File: config.mk
export PLATFORM = sky130hd
export DESIGN_NAME = spi_ctrl
export DESIGN_NICKNAME = d
export VERILOG_FILES = /design/src/rtl/spi_ctrl_pkg.sv /design/src/rtl/spi_ctrl_fifo.sv /design/src/rtl/spi_ctrl.sv
export SDC_FILE = /design/constraint.sdc
export NUM_CORES = 1
export LEC_CHECK = 0
export ABC_CLOCK_PERIOD_IN_PS = 4790
export CORE_ASPECT_RATIO = 1.5
export CORE_MARGIN = 2
export CORE_UTILIZATION = 40
export CTS_BUF_LIST = sky130_fd_sc_hd__clkbuf_8
export DETAILED_ROUTE_END_ITERATION = 12
export HOLD_SLACK_MARGIN = 0.03
export PLACE_DENSITY = 0.71
export SLEW_MARGIN = 10
export SYNTH_ARGS = -nofsm -noshare
export SYNTH_HDL_FRONTEND = slang
export SYNTH_SLANG_ARGS = --single-unit
File: constraint.sdc
create_clock -name i_clk -period 4.79 [get_ports i_clk]
set_input_delay 0.479 -clock i_clk [delete_from_list [all_inputs] [get_ports i_clk]]
set_output_delay 0.479 -clock i_clk [all_outputs]
set_load 0.01 [all_outputs]
File: src/rtl/spi_ctrl_pkg.sv
// ---------------------------------------------------------------------------
// spi_ctrl_pkg
// Shared definitions for the spi_ctrl front-end: register offsets (addr[3:2]),
// CTRL / STATUS / IRQ_EN bit positions, the CTRL reset value and the
// transaction sequencer state encoding.
// ---------------------------------------------------------------------------
package spi_ctrl_pkg;

   // Register select values taken from addr[3:2]
   localparam logic [1:0] REG_DATA   = 2'd0;
   localparam logic [1:0] REG_CTRL   = 2'd1;
   localparam logic [1:0] REG_STATUS = 2'd2;
   localparam logic [1:0] REG_IRQ_EN = 2'd3;

   // CTRL bit positions
   localparam int CTRL_RUN    = 0;
   localparam int CTRL_TURNON = 1;
   localparam int CTRL_CPOL   = 2;
   localparam int CTRL_CPHA   = 3;
   localparam int CTRL_ORDER  = 4;
   localparam int CTRL_SEL_LO = 5;
   localparam int CTRL_SEL_HI = 6;
   localparam int CTRL_PRE_LO = 8;
   localparam int CTRL_PRE_HI = 31;

   // STATUS bit positions
   localparam int ST_BUSY     = 0;
   localparam int ST_TX_EMPTY = 1;
   localparam int ST_RX_FULL  = 2;
   localparam int ST_RX_EMPTY = 3;
   localparam int ST_TX_OVF   = 4;
   localparam int ST_RX_OVF   = 5;

   // IRQ_EN bit positions
   localparam int IE_TX_EMPTY    = 0;
   localparam int IE_RX_NONEMPTY = 1;
   localparam int IE_OVF         = 2;

   // CTRL comes out of reset with only cpol set
   localparam logic [31:0] CTRL_RESET = 32'h0000_0004;

   // Transaction sequencer states
   typedef enum logic [2:0] {
      IDLE      = 3'd0,
      LOAD      = 3'd1,
      WAIT_BUSY = 3'd2,
      WAIT_DONE = 3'd3,
      CAPTURE   = 3'd4
   } state_t;

endpackage

File: src/rtl/spi_ctrl_fifo.sv
// ---------------------------------------------------------------------------
// sync_fifo
// Single-clock FIFO with full/empty flags. A push and a pop in the same cycle
// both take effect (count unchanged), including when the FIFO is full.
// Pushes into a full FIFO without a pop, and pops from an empty FIFO, are
// ignored.
// Ports:
//   i_clk, i_nrst   clock, asynchronous active-low reset
//   i_push, i_data  write strobe and data
//   i_pop           read strobe (advances the head)
//   o_head          current head entry (valid when !o_empty)
//   o_full, o_empty occupancy flags
// ---------------------------------------------------------------------------
module sync_fifo
   import spi_ctrl_pkg::*;
#(
   parameter int WIDTH = 8,
   parameter int DEPTH = 4
) (
   input  logic             i_clk,
   input  logic             i_nrst,
   input  logic             i_push,
   input  logic             i_pop,
   input  logic [WIDTH-1:0] i_data,
   output logic [WIDTH-1:0] o_head,
   output logic             o_full,
   output logic             o_empty
);

   localparam int AW = $clog2(DEPTH);

   logic [WIDTH-1:0] r_mem [DEPTH];
   logic [AW:0]      r_wrPtr;
   logic [AW:0]      r_rdPtr;
   logic             w_doPush;
   logic             w_doPop;

   // Pointers carry one extra wrap bit so full and empty can be told apart
   assign o_empty  = (r_wrPtr == r_rdPtr);
   assign o_full   = (r_wrPtr[AW-1:0] == r_rdPtr[AW-1:0]) && (r_wrPtr[AW] != r_rdPtr[AW]);
   assign w_doPop  = i_pop && !o_empty;
   assign w_doPush = i_push && (!o_full || w_doPop);
   assign o_head   = r_mem[r_rdPtr[AW-1:0]];

   // Pointer update; each pointer moves independently
   always_ff @(posedge i_clk or negedge i_nrst) begin
      if (!i_nrst) begin
         r_wrPtr <= '0;
         r_rdPtr <= '0;
      end else begin
         if (w_doPush) r_wrPtr <= r_wrPtr + 1'b1;
         if (w_doPop)  r_rdPtr <= r_rdPtr + 1'b1;
      end
   end

   // Storage is not reset; the empty flag guards every read of it
   always_ff @(posedge i_clk) begin
      if (w_doPush) r_mem[r_wrPtr[AW-1:0]] <= i_data;
   end

endmodule

File: src/rtl/spi_ctrl.sv
// ---------------------------------------------------------------------------
// spi_ctrl
// Memory-mapped front-end for the `spi` protocol controller. Outgoing words
// queue in a TX FIFO, received bytes in an RX FIFO. One `spi` transaction is
// sequenced per TX entry through an enable/busy handshake, using a shadow copy
// of CTRL latched at the start of each transaction.
// Optional feature macro: SPI_CTRL_IRQ_EN (implements IRQ_EN and o_irq;
// without it o_irq is 0 and IRQ_EN reads 0).
// Ports:
//   i_clk, i_nrst            core clock, asynchronous active-low reset
//   i_wr_en, i_rd_en         one-cycle bus strobes
//   i_addr[3:0], i_wdata     byte offset (addr[3:2] selects) and write data
//   o_rdata                  registered read data, valid the cycle after i_rd_en
//   o_irq                    level interrupt
//   o_spi_*                  controls to `spi` (turnon, enable, prescale, din,
//                            select, order, cpha, cpol)
//   i_spi_rco, i_spi_dat     status (bit0 busy) and received byte from `spi`
// Register map: 0x0 DATA, 0x4 CTRL, 0x8 STATUS (W1C on 5:4), 0xC IRQ_EN.
// ---------------------------------------------------------------------------
module spi_ctrl
   import spi_ctrl_pkg::*;
#(
   parameter int FIFO_DEPTH = 4
) (
   input  logic        i_clk,
   input  logic        i_nrst,
   input  logic        i_wr_en,
   input  logic        i_rd_en,
   input  logic [3:0]  i_addr,
   input  logic [31:0] i_wdata,
   output logic [31:0] o_rdata,
   output logic        o_irq,
   output logic        o_spi_turnon,
   output logic        o_spi_enable,
   output logic [23:0] o_spi_prescale,
   output logic [31:0] o_spi_din,
   output logic [1:0]  o_spi_select,
   output logic        o_spi_order,
   output logic        o_spi_cpha,
   output logic        o_spi_cpol,
   input  logic [31:0] i_spi_rco,
   input  logic [31:0] i_spi_dat
);

   state_t      r_state;
   state_t      w_nextState;
   logic [31:0] r_ctrl;
   logic        r_txOvf;
   logic        r_rxOvf;
   logic        r_rcoBusy;
   logic [31:0] r_rdata;
   logic        r_spiEnable;
   logic [23:0] r_spiPrescale;
   logic [31:0] r_spiDin;
   logic [1:0]  r_spiSelect;
   logic        r_spiOrder;
   logic        r_spiCpha;
   logic        r_spiCpol;

   logic        w_wrData;
   logic        w_wrCtrl;
   logic        w_wrStatus;
   logic        w_rdData;
   logic        w_txFull;
   logic        w_txEmpty;
   logic [31:0] w_txHead;
   logic        w_rxFull;
   logic        w_rxEmpty;
   logic [7:0]  w_rxHead;
   logic        w_rxPopDo;
   logic        w_start;
   logic        w_load;
   logic        w_txPop;
   logic        w_rxPush;
   logic        w_enableNext;
   logic        w_txOvfSet;
   logic        w_rxOvfSet;
   logic        w_xferBusy;
   logic [31:0] w_status;
   logic [31:0] w_irqEnRead;
   logic [31:0] w_readValue;
   logic        w_unused;

   // Only the busy bit of rco, the low byte of dat and addr[3:2] matter here
   assign w_unused = &{1'b0, i_addr[1:0], i_spi_rco[31:1], i_spi_dat[31:8]};

   assign w_wrData   = i_wr_en && (i_addr[3:2] == REG_DATA);
   assign w_wrCtrl   = i_wr_en && (i_addr[3:2] == REG_CTRL);
   assign w_wrStatus = i_wr_en && (i_addr[3:2] == REG_STATUS);
   assign w_rdData   = i_rd_en && (i_addr[3:2] == REG_DATA);
   assign w_rxPopDo  = w_rdData && !w_rxEmpty;

   sync_fifo #(
      .WIDTH (32),
      .DEPTH (FIFO_DEPTH)
   ) u_txFifo (
      .i_clk   (i_clk),
      .i_nrst  (i_nrst),
      .i_push  (w_wrData),
      .i_pop   (w_txPop),
      .i_data  (i_wdata),
      .o_head  (w_txHead),
      .o_full  (w_txFull),
      .o_empty (w_txEmpty)
   );

   sync_fifo #(
      .WIDTH (8),
      .DEPTH (FIFO_DEPTH)
   ) u_rxFifo (
      .i_clk   (i_clk),
      .i_nrst  (i_nrst),
      .i_push  (w_rxPush),
      .i_pop   (w_rdData),
      .i_data  (i_spi_dat[7:0]),
      .o_head  (w_rxHead),
      .o_full  (w_rxFull),
      .o_empty (w_rxEmpty)
   );

   // CTRL register; turnon is forwarded directly, the rest via the shadows
   always_ff @(posedge i_clk or negedge i_nrst) begin
      if (!i_nrst) r_ctrl <= CTRL_RESET;
      else if (w_wrCtrl) r_ctrl <= i_wdata;
   end

   assign o_spi_turnon = r_ctrl[CTRL_TURNON];

   // Busy from `spi` goes through one register before the FSM looks at it
   always_ff @(posedge i_clk or negedge i_nrst) begin
      if (!i_nrst) r_rcoBusy <= 1'b0;
      else r_rcoBusy <= i_spi_rco[0];
   end

   // State register
   always_ff @(posedge i_clk or negedge i_nrst) begin
      if (!i_nrst) r_state <= IDLE;
      else r_state <= w_nextState;
   end

   assign w_start = r_ctrl[CTRL_TURNON] && r_ctrl[CTRL_RUN] && !w_txEmpty;

   // Next state and per-state strobes; clearing turnon aborts any transaction
   // without touching either FIFO
   always_comb begin
      w_nextState  = r_state;
      w_load       = 1'b0;
      w_txPop      = 1'b0;
      w_rxPush     = 1'b0;
      w_enableNext = 1'b0;
      if ((r_state != IDLE) && !r_ctrl[CTRL_TURNON]) begin
         w_nextState = IDLE;
      end else begin
         case (r_state)
            IDLE: begin
               if (w_start) w_nextState = LOAD;
            end
            LOAD: begin
               w_load       = 1'b1;
               w_enableNext = 1'b1;
               w_nextState  = WAIT_BUSY;
            end
            WAIT_BUSY: begin
               if (r_rcoBusy) w_nextState = WAIT_DONE;
               else w_enableNext = 1'b1;
            end
            WAIT_DONE: begin
               if (!r_rcoBusy) w_nextState = CAPTURE;
            end
            CAPTURE: begin
               w_txPop     = 1'b1;
               w_rxPush    = 1'b1;
               w_nextState = IDLE;
            end
            default: w_nextState = IDLE;
         endcase
      end
   end

   // Shadow copies of the transfer configuration, refreshed only in LOAD
   always_ff @(posedge i_clk or negedge i_nrst) begin
      if (!i_nrst) begin
         r_spiEnable   <= 1'b0;
         r_spiPrescale <= '0;
         r_spiDin      <= '0;
         r_spiSelect   <= '0;
         r_spiOrder    <= 1'b0;
         r_spiCpha     <= 1'b0;
         r_spiCpol     <= 1'b1;
      end else begin
         r_spiEnable <= w_enableNext;
         if (w_load) begin
            r_spiPrescale <= r_ctrl[CTRL_PRE_HI:CTRL_PRE_LO];
            r_spiDin      <= w_txHead;
            r_spiSelect   <= r_ctrl[CTRL_SEL_HI:CTRL_SEL_LO];
            r_spiOrder    <= r_ctrl[CTRL_ORDER];
            r_spiCpha     <= r_ctrl[CTRL_CPHA];
            r_spiCpol     <= r_ctrl[CTRL_CPOL];
         end
      end
   end

   assign o_spi_enable   = r_spiEnable;
   assign o_spi_prescale = r_spiPrescale;
   assign o_spi_din      = r_spiDin;
   assign o_spi_select   = r_spiSelect;
   assign o_spi_order    = r_spiOrder;
   assign o_spi_cpha     = r_spiCpha;
   assign o_spi_cpol     = r_spiCpol;

   // A word is dropped only when TX is full and nothing leaves it this cycle;
   // the same applies to a received byte and RX
   assign w_txOvfSet = w_wrData && w_txFull && !w_txPop;
   assign w_rxOvfSet = w_rxPush && w_rxFull && !w_rxPopDo;

   // Sticky overflow flags; a new overflow wins over a same-cycle clear
   always_ff @(posedge i_clk or negedge i_nrst) begin
      if (!i_nrst) begin
         r_txOvf <= 1'b0;
         r_rxOvf <= 1'b0;
      end else begin
         if (w_txOvfSet) r_txOvf <= 1'b1;
         else if (w_wrStatus && i_wdata[ST_TX_OVF]) r_txOvf <= 1'b0;
         if (w_rxOvfSet) r_rxOvf <= 1'b1;
         else if (w_wrStatus && i_wdata[ST_RX_OVF]) r_rxOvf <= 1'b0;
      end
   end

   assign w_xferBusy = (r_state != IDLE);
   assign w_status   = {26'd0, r_rxOvf, r_txOvf, w_rxEmpty, w_rxFull, w_txEmpty, w_xferBusy};

`ifdef SPI_CTRL_IRQ_EN
   logic [2:0] r_irqEn;
   logic       r_irq;
   logic       w_irqCond;

   // Interrupt enables
   always_ff @(posedge i_clk or negedge i_nrst) begin
      if (!i_nrst) r_irqEn <= '0;
      else if (i_wr_en && (i_addr[3:2] == REG_IRQ_EN)) r_irqEn <= i_wdata[2:0];
   end

   assign w_irqCond = (w_txEmpty && r_irqEn[IE_TX_EMPTY])
                    | (!w_rxEmpty && r_irqEn[IE_RX_NONEMPTY])
                    | ((r_txOvf || r_rxOvf) && r_irqEn[IE_OVF]);

   // The interrupt line is the registered condition, so it trails by a cycle
   always_ff @(posedge i_clk or negedge i_nrst) begin
      if (!i_nrst) r_irq <= 1'b0;
      else r_irq <= w_irqCond;
   end

   assign o_irq       = r_irq;
   assign w_irqEnRead = {29'd0, r_irqEn};
`else
   assign o_irq       = 1'b0;
   assign w_irqEnRead = 32'd0;
`endif

   // Read mux; an empty RX reads as zero
   always_comb begin
      w_readValue = 32'd0;
      case (i_addr[3:2])
         REG_DATA:   w_readValue = w_rxEmpty ? 32'd0 : {24'd0, w_rxHead};
         REG_CTRL:   w_readValue = r_ctrl;
         REG_STATUS: w_readValue = w_status;
         REG_IRQ_EN: w_readValue = w_irqEnRead;
         default:    w_readValue = 32'd0;
      endcase
   end

   // Read data register; holds its value between reads
   always_ff @(posedge i_clk or negedge i_nrst) begin
      if (!i_nrst) r_rdata <= '0;
      else if (i_rd_en) r_rdata <= w_readValue;
   end

   assign o_rdata = r_rdata;

endmodule

# Yosys cells after proc, flatten, opt, wreduce, memory -nomap -nowiden
# Memory sizes are Yosys's and may differ from the RTL's. A register that Yosys moved wholly into a read port is not among the register bits.
# Index checks and enable logic that the tools add are counted.
# classes
reduce_logical	35
n_eq_ne	16
n_addsub	4
n_mux	22
# op_table
cell	n
one-hot mux 32 bit (4 select lines)	1
logical AND 1 bit	19
two-way mux 1 bit	14
adder 3 x 1 -> 3 bit, second input constant	4
two-way mux 3 bit	4
one-hot mux 3 bit (4 select lines)	1
inequality test 3 bit, second input constant	3
zero test 1 bit	8
two-way mux 8 bit	1
== test 3 x 2 -> 1 bit, second input constant	2
== test 3 bit	2
== test 2 bit	2
== test 2 bit, second input constant	2
nonzero test 2 bit	2
== test 3 x 1 -> 1 bit, second input constant	1
== test 3 bit, second input constant	1
zero test 3 bit	1
AND reduction 3 bit	1
nonzero test 3 bit	1
== test 2 x 1 -> 1 bit, second input constant	1
zero test 2 bit	1
logical OR 1 bit	2
inequality test 1 bit	2
one-hot mux 1 bit (2 select lines)	1
# word_totals
n_memories	2
out_inout_bits	96
ff_bits	112
mem_bits_rw	160
in_bits	104
# mem_list
name	words	word_bits	rd	rd_clocked_by_memory_dff	wr	line	source
u_txFifo.r_mem	4	32	1	1	1	spi_ctrl_fifo.sv:32	logic [WIDTH-1:0] r_mem [DEPTH];
u_rxFifo.r_mem	4	8	1	0	1	spi_ctrl_fifo.sv:32	

# Depth between registers and ports, before layout
# depth
word_depth	8
ltp_mapped	7
mapped_depth_nobuf	4

# Cells and area by module
# A second synthesis with hierarchy kept.
# hier_totals
cells_unflattened	678
hier_area_um2	11936.4
# by_module_without_submodules
module	cells_each	area_per_inst_um2	n_inst	seq_area_each_um2
spi_ctrl	376	5246.3	1	3305.7
sync_fifo at u_txFifo	214	5068.6	1	3993.8
sync_fifo at u_rxFifo	88	1621.6	1	1111.1

# Worst setup path after synthesis
# No wires, ideal clock.
# synth_timing
kind	input port to flip-flop
start	in i_addr[3]
end	mem u_txFifo.r_mem[3][0], enable pin
n_path_buf	0
path_stages	3
arrival_time_ps	2002
path_slack_ps	2394
path_cell_list	or3b_1 -> a41oi_2 -> and2_1
# synth_between
elab_chain_cells	5
# synth_rtl
element	line	source
start, declared	spi_ctrl.sv:29	input logic [3:0] i_addr,
zero test 2 bit	spi_ctrl.sv:87	assign w_wrData = i_wr_en && (i_addr[3:2] == REG_DATA);
logical AND 1 bit	spi_ctrl.sv:87	
logical AND 1 bit	spi_ctrl_fifo.sv:42	assign w_doPush = i_push && (!o_full || w_doPop);
two-way mux 1 bit	spi_ctrl_fifo.sv:58	if (w_doPush) r_mem[r_wrPtr[AW-1:0]] <= i_data;
two-way mux 1 bit (implied by the code)	spi_ctrl_fifo.sv:58	
end, declared	spi_ctrl_fifo.sv:32	
# Every way passes these cells.

# Final worst setup path
# layout_timing
start	reg r_state[2]
end	reg r_spiDin[28] (netlist: o_spi_din[28]) (read register of u_txFifo.r_mem)
# layout_between
elab_chain_cells	3
elab_cells_between_ends	5
# layout_rtl
element	line	source
start, declared	spi_ctrl.sv:45	state_t r_state;
start signal, assigned	spi_ctrl.sv:138	else r_state <= w_nextState;
== test 3 x 1 -> 1 bit or nonzero test 3 bit (tied branches)	spi_ctrl.sv:154, spi_ctrl.sv:151	
two-way mux 1 bit or logical AND 1 bit (tied branches)	spi_ctrl.sv:154, spi_ctrl.sv:151	
two-way mux 1 bit *	spi_ctrl.sv:151	if ((r_state != IDLE) && !r_ctrl[CTRL_TURNON]) begin
end, declared	spi_ctrl.sv:54	logic [31:0] r_spiDin;
# Every way passes the cells marked *; elsewhere a longest branch is shown, timed or not.
# A chain may end at the register's enable or synchronous reset.

==> results.tsv <==
metric	value	unit
power.clock.fraction	0.301	
relSlewSlack	0.255	
cts_resized	0	
r2r-end	o_spi_din[28]	
worstMarginPinSlew	1.11	ns
postRouteAntennaNets	0	
start_util	0.406	
ys_ff_latch	304	
cts_setup_buffers	0	
drcViolationCount	0	
diodes	0	
fp.dieW	144	µm
grt_pass1_wl	36.4	mm
p_leak	5.41	nW
rsz0062_at_grt	no	
first_global_vias	6524	
nets	938	
holdPathStages	1	
ctsHoldBuffers	1	
overflow	0	
skew	0.0227	ns
hold_viol_final	0	
status	completed	
fin_area	0.0145	mm²
numCtsBuffers	45	
ys.flop_type	edfxtp_1	
synth_cell_types	44	
rrSetupSlack	2.20	ns
drt_iter0_markers	239	
criticalPathCategory	flip-flop to flip-flop	
irDropWorstVdd	0.000264	V
layout_commonest_cell	edfxtp_1	
rr_startpoint	r_state[2]	
clock_latency	0.56	ns
fmax	386	MHz
cp-startpoint	r_state[2]	
antenna_found_initial	0	
synth-edff-count	160	
endpoint	o_spi_din[28]	
first_pass_iters	4	
worstPathArrival	3.02	ns
switching_share	0.264	
p_sw	1.99	mW
synth_cells	656	
portBuffers	141	
crit_required	5.22	ns
seq_area	0.00841	mm²
yosysSeqAreaShare	0.718	
drv_cap	0	
vias	6094	
combPwrFrac	0.236	
hp-class	input pin to flip-flop	
syn_nets	770	
gp_congestion	0.774	
p_int	5.56	mW
io_pins	200	
cts_htree_levels	2	
powerDensity	519	mW/mm²
cts_tree	built	
crit_path_start_kind	flip-flop	
setup_viol	0	
grt_use_total	0.157	
std_cell_rows	76	
die_y	214	µm
clkTransAtPathRegs	0.07	ns
wl	23.3	mm
areaGrowthSynthToFinish	24.1	%
tns	0	ns
yosysWarnings	0	
dp_hpwl	14.4	mm
syn_avg_cell_area	17.8	µm²
reg2reg_depth	5	
place_area	0.0135	mm²
drive_gt1_frac	0.253	
fp.coreArea	0.0288	mm²
grt_start_max_net_pins	85	
cts_root_buf	clkbuf_8	
final_cell_mix	edfxtp_1, dfrtp_1, clkdlybuf4s50_1	
fin_crit_sh	0.542	
multi_input_area	0.00304	mm²
n_fill_cell	2413	
via_per_inst	4.88	
die_area	0.0307	mm²
final.min_clock_period	2.59	ns
pwr-share-seq	0.464	
worstPathMaxFanout	32	
async_reset_ff_frac	0.474	
synth_area	0.0117	mm²
cts.sinks	304	
clockBufferDepth	3	
detail_route.wl_per_cell	18.6	µm
crit_path_end_kind	flip-flop	
maxSlewViolCount	0	
-- layout make-up --
cell class,count,area share
well taps,390,0.0336
clock inverters,26,0.0150
clock buffers,57,0.0540
repair buffers,149,0.102
flip-flops and latches,304,0.579
inverters,29,0.00749
multi-input cells,295,0.209
-- worst min path at each step --
| stage | from | end |
|---|---|---|
| 2_1_floorplan | i_nrst | o_rdata[0] |
| 3_3_place_gp | o_spi_prescale[1] | o_spi_prescale[1] |
| 3_5_place_dp | o_spi_prescale[1] | o_spi_prescale[1] |
| 4_1_cts | i_spi_rco[0] | r_rcoBusy |
| 5_1_grt | i_spi_rco[0] | r_rcoBusy |
| 6_report | i_spi_rco[0] | r_rcoBusy |
-- stage by stage --
step / std cells / hold slack (ns) / total power [mW] / setup slack (ns) / util
2_1_floorplan: 656 / 0.183 / 4.45 / 2.39 / -
3_3_place_gp: 1166 / 0.470 / 5.32 / 1.70 / 0.469
3_5_place_dp: 1166 / 0.474 / 5.36 / 1.70 / 0.469
4_1_cts: 1250 / 0.338 / 7.67 / 2.11 / 0.504
5_1_grt: 1250 / 0.351 / 7.93 / 2.05 / 0.504
6_report: 1250 / 0.376 / 7.55 / 2.20 / 0.504
-- cell usage after synthesis (3+ instances only) --
master / number / area share
mux4_2: 32 / 0.062
mux4_1: 8 / 0.018
xnor2_1: 9 / 0.0067
dfrtp_1: 142 / 0.30
xor2_1: 5 / 0.0037
nor2_1: 11 / 0.0035
ha_1: 10 / 0.011
mux2_2: 90 / 0.087
a21oi_1: 3 / 0.0013
and2_1: 9 / 0.0048
nand4_1: 3 / 0.0016
nor2b_1: 5 / 0.0027
buf_4: 7 / 0.0045
inv_1: 29 / 0.0093
edfxtp_1: 160 / 0.41
o21ai_0: 28 / 0.012
nand3_1: 5 / 0.0021
buf_2: 12 / 0.0051
mux2_1: 5 / 0.0048
clkbuf_1: 7 / 0.0022
a31oi_1: 6 / 0.0032
nand2_1: 41 / 0.013
-- logic make-up after synthesis --
group,share of synthesized area
buffers and inverters,0.0231
and+or+nand+nor,0.0348
muxes,0.172
adders and majority gates,0.0107
AOI/OAI and AO/OA,0.0263
DFF,0.718
other,0.000320
xor gates and xnor gates,0.0142
-- registers in the layout, indices dropped and copies added, names as in the netlist, 24 cells and up --
signal / flops
o_rdata: 32
o_spi_din: 32
u_rxFifo.r_mem: 32
u_txFifo.r_mem: 128
o_spi_prescale: 24
r_ctrl: 32
-- worst max-delay path: stages, from the launching register on --
cell      delay [ns]
dfrtp_1         0.40
nand2b_1        0.20
or2_2           0.34
nor2_4          0.84
buf_12          0.32
mux2_2          0.37
-- power by group through the flow --
stage / registers [mW] / clock network, mW / logic (mW)
floorplan: 3.60 / 0 / 0.845
global placement: 3.55 / 0 / 1.77
detailed placement: 3.55 / 0 / 1.81
CTS: 3.51 / 2.35 / 1.82
global route: 3.56 / 2.45 / 1.92
finish: 3.50 / 2.27 / 1.78
-- layer usage --
| metal | vias to the layer above | routed length, µm | GRT usage |
|---|---|---|---|
| li1 | 2786 | - | - |
| met1 | 3134 | 9470 | 0.192 |
| met2 | 139 | 12500 | 0.278 |
| met3 | 35 | 912 | 0.0301 |
| met4 | 0 | 476 | 0.0507 |
| met5 | - | 0 | 0 |
Note: power is estimated with default switching activity, not from simulation.
